==> src/rtl/l1_mem_arbiter.sv <==
// Round-robin arbiter sharing one memory port between the L1 I-cache (client 0) and D-cache (client 1).
// Registered downstream request stage, id-tagged combinational response routing, per-client credit counters.
module l1_mem_arbiter #(
    parameter int unsigned ADDR_BITS = 28,
    parameter int unsigned LINE_BITS = 128,
    parameter int unsigned ID_BITS   = 2,
    parameter int unsigned MAX_OUT   = 4
) (
    input  logic                 clk,
    input  logic                 rst,

    input  logic                 i_req_valid,
    output logic                 i_req_ready,
    input  logic [ADDR_BITS-1:0] i_req_addr,
    input  logic [ID_BITS-1:0]   i_req_id,
    output logic                 i_resp_valid,
    input  logic                 i_resp_ready,
    output logic [LINE_BITS-1:0] i_resp_data,
    output logic [ID_BITS-1:0]   i_resp_id,

    input  logic                 d_req_valid,
    output logic                 d_req_ready,
    input  logic [ADDR_BITS-1:0] d_req_addr,
    input  logic                 d_req_we,
    input  logic [LINE_BITS-1:0] d_req_data,
    input  logic [ID_BITS-1:0]   d_req_id,
    output logic                 d_resp_valid,
    input  logic                 d_resp_ready,
    output logic [LINE_BITS-1:0] d_resp_data,
    output logic [ID_BITS-1:0]   d_resp_id,

    output logic                 m_req_valid,
    input  logic                 m_req_ready,
    output logic [ADDR_BITS-1:0] m_req_addr,
    output logic                 m_req_we,
    output logic [LINE_BITS-1:0] m_req_data,
    output logic [ID_BITS:0]     m_req_id,
    input  logic                 m_resp_valid,
    output logic                 m_resp_ready,
    input  logic [LINE_BITS-1:0] m_resp_data,
    input  logic [ID_BITS:0]     m_resp_id,

    output logic                 err
);

    localparam int unsigned CNT_W = $clog2(MAX_OUT + 1);

    logic [CNT_W-1:0] cnt_i;
    logic [CNT_W-1:0] cnt_d;
    logic             last_grant;

    logic stage_free;
    logic i_elig;
    logic d_elig;
    logic grant_i;
    logic grant_d;
    logic resp_c;
    logic resp_fire;
    logic dec_i;
    logic dec_d;
    logic spurious;

    // Arbitration: a client at its credit limit is skipped so it never blocks the other.
    always_comb begin
        stage_free = !m_req_valid || m_req_ready;
        i_elig     = i_req_valid && (cnt_i < CNT_W'(MAX_OUT));
        d_elig     = d_req_valid && (cnt_d < CNT_W'(MAX_OUT));
        grant_i    = rst && stage_free && i_elig && (!d_elig || last_grant);
        grant_d    = rst && stage_free && d_elig && !grant_i;
        i_req_ready = grant_i;
        d_req_ready = grant_d;
    end

    // Response routing by client tag in the id MSB.
    always_comb begin
        resp_c       = m_resp_id[ID_BITS];
        i_resp_valid = m_resp_valid && !resp_c;
        d_resp_valid = m_resp_valid && resp_c;
        i_resp_data  = m_resp_data;
        d_resp_data  = m_resp_data;
        i_resp_id    = m_resp_id[ID_BITS-1:0];
        d_resp_id    = m_resp_id[ID_BITS-1:0];
        m_resp_ready = resp_c ? d_resp_ready : i_resp_ready;
        resp_fire    = m_resp_valid && m_resp_ready;
        dec_i        = resp_fire && !resp_c && (cnt_i != '0);
        dec_d        = resp_fire && resp_c && (cnt_d != '0);
        spurious     = m_resp_valid && (resp_c ? (cnt_d == '0) : (cnt_i == '0));
    end

    // Downstream request stage; payload holds while stalled.
    always_ff @(posedge clk or negedge rst) begin
        if (!rst) begin
            m_req_valid <= 1'b0;
            m_req_addr  <= '0;
            m_req_we    <= 1'b0;
            m_req_data  <= '0;
            m_req_id    <= '0;
            last_grant  <= 1'b1;
        end else if (stage_free) begin
            m_req_valid <= grant_i || grant_d;
            if (grant_i) begin
                m_req_addr <= i_req_addr;
                m_req_we   <= 1'b0;
                m_req_data <= '0;
                m_req_id   <= {1'b0, i_req_id};
                last_grant <= 1'b0;
            end else if (grant_d) begin
                m_req_addr <= d_req_addr;
                m_req_we   <= d_req_we;
                m_req_data <= d_req_data;
                m_req_id   <= {1'b1, d_req_id};
                last_grant <= 1'b1;
            end
        end
    end

    // Outstanding counters: simultaneous grant and response cancel out.
    always_ff @(posedge clk or negedge rst) begin
        if (!rst) begin
            cnt_i <= '0;
            cnt_d <= '0;
        end else begin
            case ({grant_i, dec_i})
                2'b10:   cnt_i <= cnt_i + CNT_W'(1);
                2'b01:   cnt_i <= cnt_i - CNT_W'(1);
                default: cnt_i <= cnt_i;
            endcase
            case ({grant_d, dec_d})
                2'b10:   cnt_d <= cnt_d + CNT_W'(1);
                2'b01:   cnt_d <= cnt_d - CNT_W'(1);
                default: cnt_d <= cnt_d;
            endcase
        end
    end

    // Sticky error on a response for a client with nothing outstanding.
    always_ff @(posedge clk or negedge rst) begin
        if (!rst) begin
            err <= 1'b0;
        end else if (spurious) begin
            err <= 1'b1;
        end
    end

endmodule

==> config.mk <==
export PLATFORM = sky130hd
export DESIGN_NAME = l1_mem_arbiter
export DESIGN_NICKNAME = d
export VERILOG_FILES = /design/src/rtl/l1_mem_arbiter.sv
export SDC_FILE = /design/constraint.sdc
export NUM_CORES = 1
export LEC_CHECK = 0
export CAP_MARGIN = 20
export CELL_PAD_IN_SITES_DETAIL_PLACEMENT = 1
export CELL_PAD_IN_SITES_GLOBAL_PLACEMENT = 1
export CORE_AREA = 2 2 296 298
export DETAILED_ROUTE_END_ITERATION = 10
export DIE_AREA = 0 0 298 300
export PLACE_DENSITY_LB_ADDON = 0.08
export SKIP_CTS_REPAIR_TIMING = 1
export SYNTH_ARGS = -nofsm -noshare
export SYNTH_HDL_FRONTEND = slang
export SYNTH_SLANG_ARGS = --single-unit
==> constraint.sdc <==
create_clock -name clk -period 7.3 [get_ports clk]
set_clock_uncertainty 0.15 [all_clocks]
set_input_delay 1.46 -clock clk [delete_from_list [all_inputs] [get_ports clk]]
set_output_delay 1.46 -clock clk [all_outputs]
set_load 0.02 [all_outputs]
==> metrics.yaml, run 1 <==
grt_pass1_wl_microns: 51700
hpwl_microns: 24800
cts_tree: "yes"
ys_ff_latch: 169
wl_microns: 36200
multiInputGateArea_sq_mm: 0.00174
rsz0062_at_grt: "false"
status: "finished, final reports clean"
leakage_uw: 0.00510
relSlewSlack_pct: 28.6
floorplan.initialDensity_pct: 9.84
clk_path_buf_depth: 2
clk_pin_slew_ps: 80
clock.fmax_mhz: 190
wl_met3_microns: 4380
regArea_sq_mm: 0.00423
root_buffer: "clkbuf_16"
top_layer: "met5"
yosysWarnings: 0
nFillCells: 10002
netlist_instances: 762
place_area_sq_mm: 0.0115
synth.largest_area_cell: "dfrtp_1"
grt_usage_pct: 8.16
drv_cap: 0
grt_overflow: 0
dr.first_iter.drc_count: 225
nNetsFinal: 1185
synthToLayoutAreaGrowth_pct: 42.1
ys_top_cells_by_area: "dfrtp_1 (50%), buf_4 (23%), a22o_1 (13%), inv_1 (4.4%), a222oi_1 (3.5%)"
slowest_stage: "clkdlybuf4s50_1"
crit_chain: "clkbuf_8 -> nand4_1 -> inv_6 -> clkdlybuf4s50_1"
wl_met2_microns: 17400
via_per_inst: 2.89
num_rows: 108
tns_ps: 0
ant_nets: 0
remaining_drc_errors: 0
drive_gt1_share_pct: 4.97
cts_max_level: 4
wl_met1_microns: 12800
drv_slew: 0
die_y_microns: 300
endpoint_kind: "output pin"
clock_sinks: 169
cp.required_ps: 5690
yosysSeqAreaShare_pct: 49.9
finalWeightedCongestion: 0.655
worst_pin_slew_ps: 1070
power.density_mw_per_mm2: 409
grt_pass1_vias: 6730
coreArea_sq_mm: 0.0862
setup_viol: 0
io_pins: 755
start_kind: "input port"
min_path_type: "register to register"
cts_made_buffers: 17
syn_area_sq_mm: 0.00848
ir_worst_vdd_mv: 0.183
syn_avg_cell_area_sq_um: 11.1
dieWidth_microns: 298
cp_max_fo: 68
clk_latency_ps: 500
netlist.area_leader.share_pct: 49.6
arrival_ps: 3660
finalCritPeriodShare_pct: 72.2
hold_viol: 0
yosysUniqueCellTypes: 32
first_pass_iters: 7
crit_type: "input port to output pin"
period_needed_ps: 5270
synth_nets: 1094
critical_path.max_stage_delay_ps: 690
antenna_found_initial: 8
dieArea_sq_mm: 0.0894
vias: 5847
grt_max_degree: 161
fin_area_sq_mm: 0.0121
placement.io_buffers: 364
wl_per_cell_microns: 17.9
report_power, final:
part / switching [uW] / leakage (uW) / internal [uW]
registers: 273 / 0.00213 / 1380
clock network: 484 / 0.000268 / 480
logic: 1180 / 0.00270 / 1140
total: 1930 / 0.00510 / 3000
stage by stage:
step / util, % / cells / power [uW] / hold WS [ps] / worst slack, ps
2_1_floorplan: - / 762 / 2920 / 296 / 3420
3_3_place_gp: 13.3 / 1989 / 4080 / 322 / 1940
3_5_place_dp: 13.3 / 1989 / 4040 / 304 / 1920
4_1_cts: 14.0 / 2020 / 5110 / 335 / 1920
5_1_grt: 14.0 / 2020 / 5280 / 363 / 1820
6_report: 14.0 / 2021 / 4940 / 321 / 2030
cell usage after synthesis, drive strengths merged:
| master | number |
|---|---|
| o211ai | 1 |
| mux2 | 2 |
| nor2b | 2 |
| clkbuf | 12 |
| nand2 | 2 |
| fa | 2 |
| mux2i | 2 |
| a21o | 1 |
| dfstp | 1 |
| xor2 | 4 |
| nand3b | 1 |
| xnor2 | 2 |
| and4 | 1 |
| nor3 | 2 |
| nor2 | 3 |
| and2 | 1 |
| nand2b | 1 |
| dfrtp | 168 |
| nand3 | 1 |
| a21oi | 2 |
| or3b | 1 |
| a222oi | 30 |
| and3b | 1 |
| inv | 100 |
| and2b | 1 |
| nand4 | 1 |
| ha | 2 |
| buf | 286 |
| a22o | 129 |
kinds of logic after synthesis:
kind of cell | count (synthesis) | share of synthesized area, %
buf+inv | 398 | 29.8
flops | 169 | 49.9
compound gates | 163 | 17.2
simple gates | 18 | 1.25
xor+xnor | 6 | 0.619
mux | 4 | 0.501
fa+ha+maj | 4 | 0.767
path summary, 6_finish.rpt:
kind | from | end | slack (ps) | cells after the start
setup / recovery | rst | d_req_ready | 2030 | 4
hold / removal | err$_DFFE_PN0P_ | err$_DFFE_PN0P_ | 320 | 1
setup reg to reg | cnt_d[2]$_DFFE_PN0P_ | m_req_data[121]$_DFFE_PN0P_ | 4530 | 5
hold reg to reg | err$_DFFE_PN0P_ | err$_DFFE_PN0P_ | 320 | 1
max in group asynchronous | rst | m_req_data[65]$_DFFE_PN0P_ | 4030 | 3
min in group asynchronous | rst | m_req_data[41]$_DFFE_PN0P_ | 840 | 1
cell type report:
cell class / count / share of cell area [%]
Sequential cell: 169 / 35.1
Antenna cell: 1 / 0.0208
Multi-Input combinational cell: 195 / 14.4
Clock inverter: 12 / 0.944
Tap cell: 1155 / 12.0
Clock buffer: 19 / 3.67
Inverter: 100 / 3.15
Timing Repair Buffer: 370 / 30.7
layout by cell type (no fill, tap or decap), types with 2 or more instances in the layout:
| cell | synthesis | routed |
|---|---|---|
| clkdlybuf4s50_1 | 0 | 363 |
| dfrtp_1 | 168 | 168 |
| a22o_1 | 129 | 129 |
| inv_1 | 99 | 99 |
| a222oi_1 | 30 | 30 |
| clkbuf_16 | 0 | 17 |
| buf_4 | 260 | 5 |
| inv_6 | 0 | 4 |
| xor2_1 | 4 | 4 |
| nor2_1 | 3 | 3 |
| clkinv_2 | 0 | 3 |
| clkinvlp_4 | 0 | 3 |
| nor2b_1 | 2 | 2 |
| mux2_2 | 2 | 2 |
| nor3_1 | 2 | 2 |
| nand2_1 | 2 | 2 |
| mux2i_1 | 2 | 2 |
| xnor2_1 | 2 | 2 |
| a21oi_1 | 2 | 2 |
| fa_1 | 2 | 2 |
| ha_1 | 2 | 2 |
| clkbuf_8 | 0 | 2 |
sequential cells by signal, summed over array words and instances (netlist names):
signal and count:
m_req_we 1, err 1, m_req_addr 28, cnt_d 3
last_grant 1, cnt_i 3, m_req_data 128, m_req_id 3
m_req_valid 1
per-layer routing:
| layer | vias up | GRT usage, % |
|---|---|---|
| met4 | 14 | 4.68 |
| met2 | 318 | 13.1 |
| li1 | 2493 | - |
| met1 | 2898 | 7.99 |
| met5 | - | 0 |
| met3 | 124 | 5.15 |
critical path, delay by kind of cell:
| kind | cells | cell delay [ps] |
|---|---|---|
| buf+inv | 3 | 1660 |
| simple gates | 1 | 410 |
Note: power is estimated with default switching activity, not from simulation.
==> run 2: changes to the inputs <==
- CORE_AREA: 2 2 296 298 -> 2 2 292 294
- DIE_AREA: 0 0 298 300 -> 0 0 294 296
- clock period: 7.3 -> 5.2 ns (I/O delays scaled with it)
==> run 2 against run 1 <==
  * Global-route usage up 0.089 points
  * Final area down 0.30%
  * Final cell count down 3.0%
  * Die area down 2.7%
  * Utilization up 0.29 points
  * Critical path depth up 1
  * Sequential cell count unchanged
  * Worst setup slack worse by 830 ps
  * Critical path type unchanged
  * Largest cell class unchanged
==> metrics.yaml, run 2 (same netlist as run 1, synthesis figures left out) <==
grt_pass1_wl_microns: 50400  # -2.3%
grt_util_met1_pct: 7.87  # -0.12 points
arrival_ps: 2820  # -840 ps
final_common_cell: "clkdlybuf4s50_1"
dr.first_iter.drc_count: 197  # -12%
regMostFlops: "m_req_data"
cts_max_level: 4  # unchanged
endpoint_kind: "output pin"
remaining_drc_errors: 0  # unchanged
wl_microns: 36300  # +0.18%
vias: 5795  # -0.89%
first_pass_iters: 7  # unchanged
finalCritPeriodShare_pct: 77.0
worst_pin_slew_ps: 900  # -171 ps
antenna_found_initial: 10  # +2
clk_pin_slew_ps: 80  # about the same
rrSetupSlack_ps: 2260  # -2270 ps
placement.io_buffers: 364  # unchanged
clk_latency_ps: 480  # -20 ps
wl_per_cell_microns: 18.5  # +3.3%
root_buffer: "clkbuf_16"
dieWidth_microns: 294  # -1.3%
met3_usage_pct: 5.48  # +0.33 points
tns_ps: 0  # unchanged
io_pins: 755  # unchanged
r2r_start: "cnt_d[2]$_DFFE_PN0P_"
min_path_type: "input port to asynchronous set/reset pin"
clk_path_buf_depth: 2  # unchanged
power.density_mw_per_mm2: 574  # +40%
start_kind: "input port"
cp_max_fo: 5  # -93%
ant_nets: 0  # unchanged
largest_reg_flops: 128  # unchanged
hold_viol: 0  # unchanged
grt_pass1_vias: 6697  # -0.49%
timing.hold.ws_ps: 310  # -10.7 ps
top_regs: "m_req_data x128, m_req_addr x28"
cts_tree: "yes"
grt_overflow: 0  # unchanged
leakage_uw: 0.00513  # +0.56%
ir_worst_vdd_mv: 0.222  # +21%
clock_sinks: 169  # unchanged
reg2reg_depth: 6  # +1
nFillCells: 9629  # -3.7%
nNetsFinal: 1188  # +0.25%
finalWeightedCongestion: 0.619  # -5.4%
grt_max_degree: 111  # -31%
grt_usage_pct: 8.25  # +0.089 points
via_per_inst: 2.96  # +2.2%
final_cell_mix: "clkdlybuf4s50_1 (363), dfrtp_1 (168), a22o_1 (129)"
crit_type: "input port to output pin"
floorplan.initialDensity_pct: 10.1  # +0.23 points
drive_gt1_share_pct: 5.18  # +0.21 points
cts_made_buffers: 17  # unchanged
die_y_microns: 296  # -1.3%
drv_slew: 0  # unchanged
drv_cap: 0  # unchanged
status: "finished, final reports clean"
clock.fmax_mhz: 250
num_rows: 107  # -0.93%
coreArea_sq_mm: 0.0842  # -2.3%
cp.required_ps: 4010  # -1680 ps
grt.busiest_layer: "met2"
period_needed_ps: 4010
rsz0062_at_grt: "false"
setup_viol: 0  # unchanged
dieArea_sq_mm: 0.0870  # -2.7%
hpwl_microns: 25800  # +4.1%
met2_usage_pct: 13.2  # +0.097 points
worstReg2RegEnd: "m_req_data[29]$_DFFE_PN0P_"
synthToLayoutAreaGrowth_pct: 41.7
relSlewSlack_pct: 40.0  # +11 points
## run 2: changes by cell type in the layout (fill, tap and decap cells not counted)
cell and change:
buf_12 +2, buf_4 +1, clkbuf_1 +1, clkbuf_8 -1, clkinv_4 +1, clkinvlp_4 -2
diode_2 +1, inv_8 +1
## run 2: per-layer routing
layer  share of wire (%)  vias to the layer above  wire length [microns]
met1                  34                     2832                  12400
met2                  47                      336                  17200
met5                0.20                        -                     72
li1                    -                     2502                      -
met3                  13                      113                   4860
met4                 4.8                       12                   1730
## run 2: per-stage QoR
step / power, uW / instance area (sq um) / instances / util, % / setup WS [ps]
detailed placement: 5670 / 11500 / 1927 / 13.6 / 1090
finish: 6910 / 12000 / 1960 / 14.3 / 1190
global route: 7390 / 12000 / 1958 / 14.3 / 1080
floorplan: 4100 / 8480 / 762 / - / 2150
CTS: 7130 / 12000 / 1958 / 14.3 / 1140
global placement: 5710 / 11500 / 1927 / 13.6 / 1140
## run 2: where the power goes
group          total (uW)  internal (uW)  switching (uW)
sequential           2300           1930             368
combinational        3280           1610            1660
clock                1330            667             661
total                6910           4220            2690
## run 2: worst max-delay path, stage by stage
cell and delay, ps:
clkdlybuf4s50_1 450, nand2b_1 260, nand4_1 290, inv_6 120
clkdlybuf4s50_1 650
## run 2: worst max path at each step
stage                start                           to  slack [ps]  cells past startpoint
3_5_place_dp   m_req_ready  m_req_data[108]$_DFFE_PN0P_        1090                      7
3_3_place_gp   m_req_ready  m_req_data[126]$_DFFE_PN0P_        1140                      7
2_1_floorplan  d_req_valid         cnt_i[2]$_DFFE_PN0P_        2150                     11
5_1_grt        m_req_ready                  d_req_ready        1080                      5
4_1_cts        m_req_ready                  d_req_ready        1140                      5
6_report       m_req_ready                  d_req_ready        1190                      5
## run 2: final cells by class
| cell class | instances | area (sq um) | area share (%) |
|---|---|---|---|
| Sequential cell | 169 | 4230 | 35.2 |
| Timing Repair Buffer | 373 | 3750 | 31.2 |
| Multi-Input combinational cell | 195 | 1740 | 14.4 |
| Tap cell | 1090 | 1360 | 11.3 |
| Clock buffer | 19 | 433 | 3.60 |
| Inverter | 100 | 380 | 3.16 |
| Clock inverter | 12 | 119 | 0.989 |
| Antenna cell | 2 | 5.00 | 0.0416 |
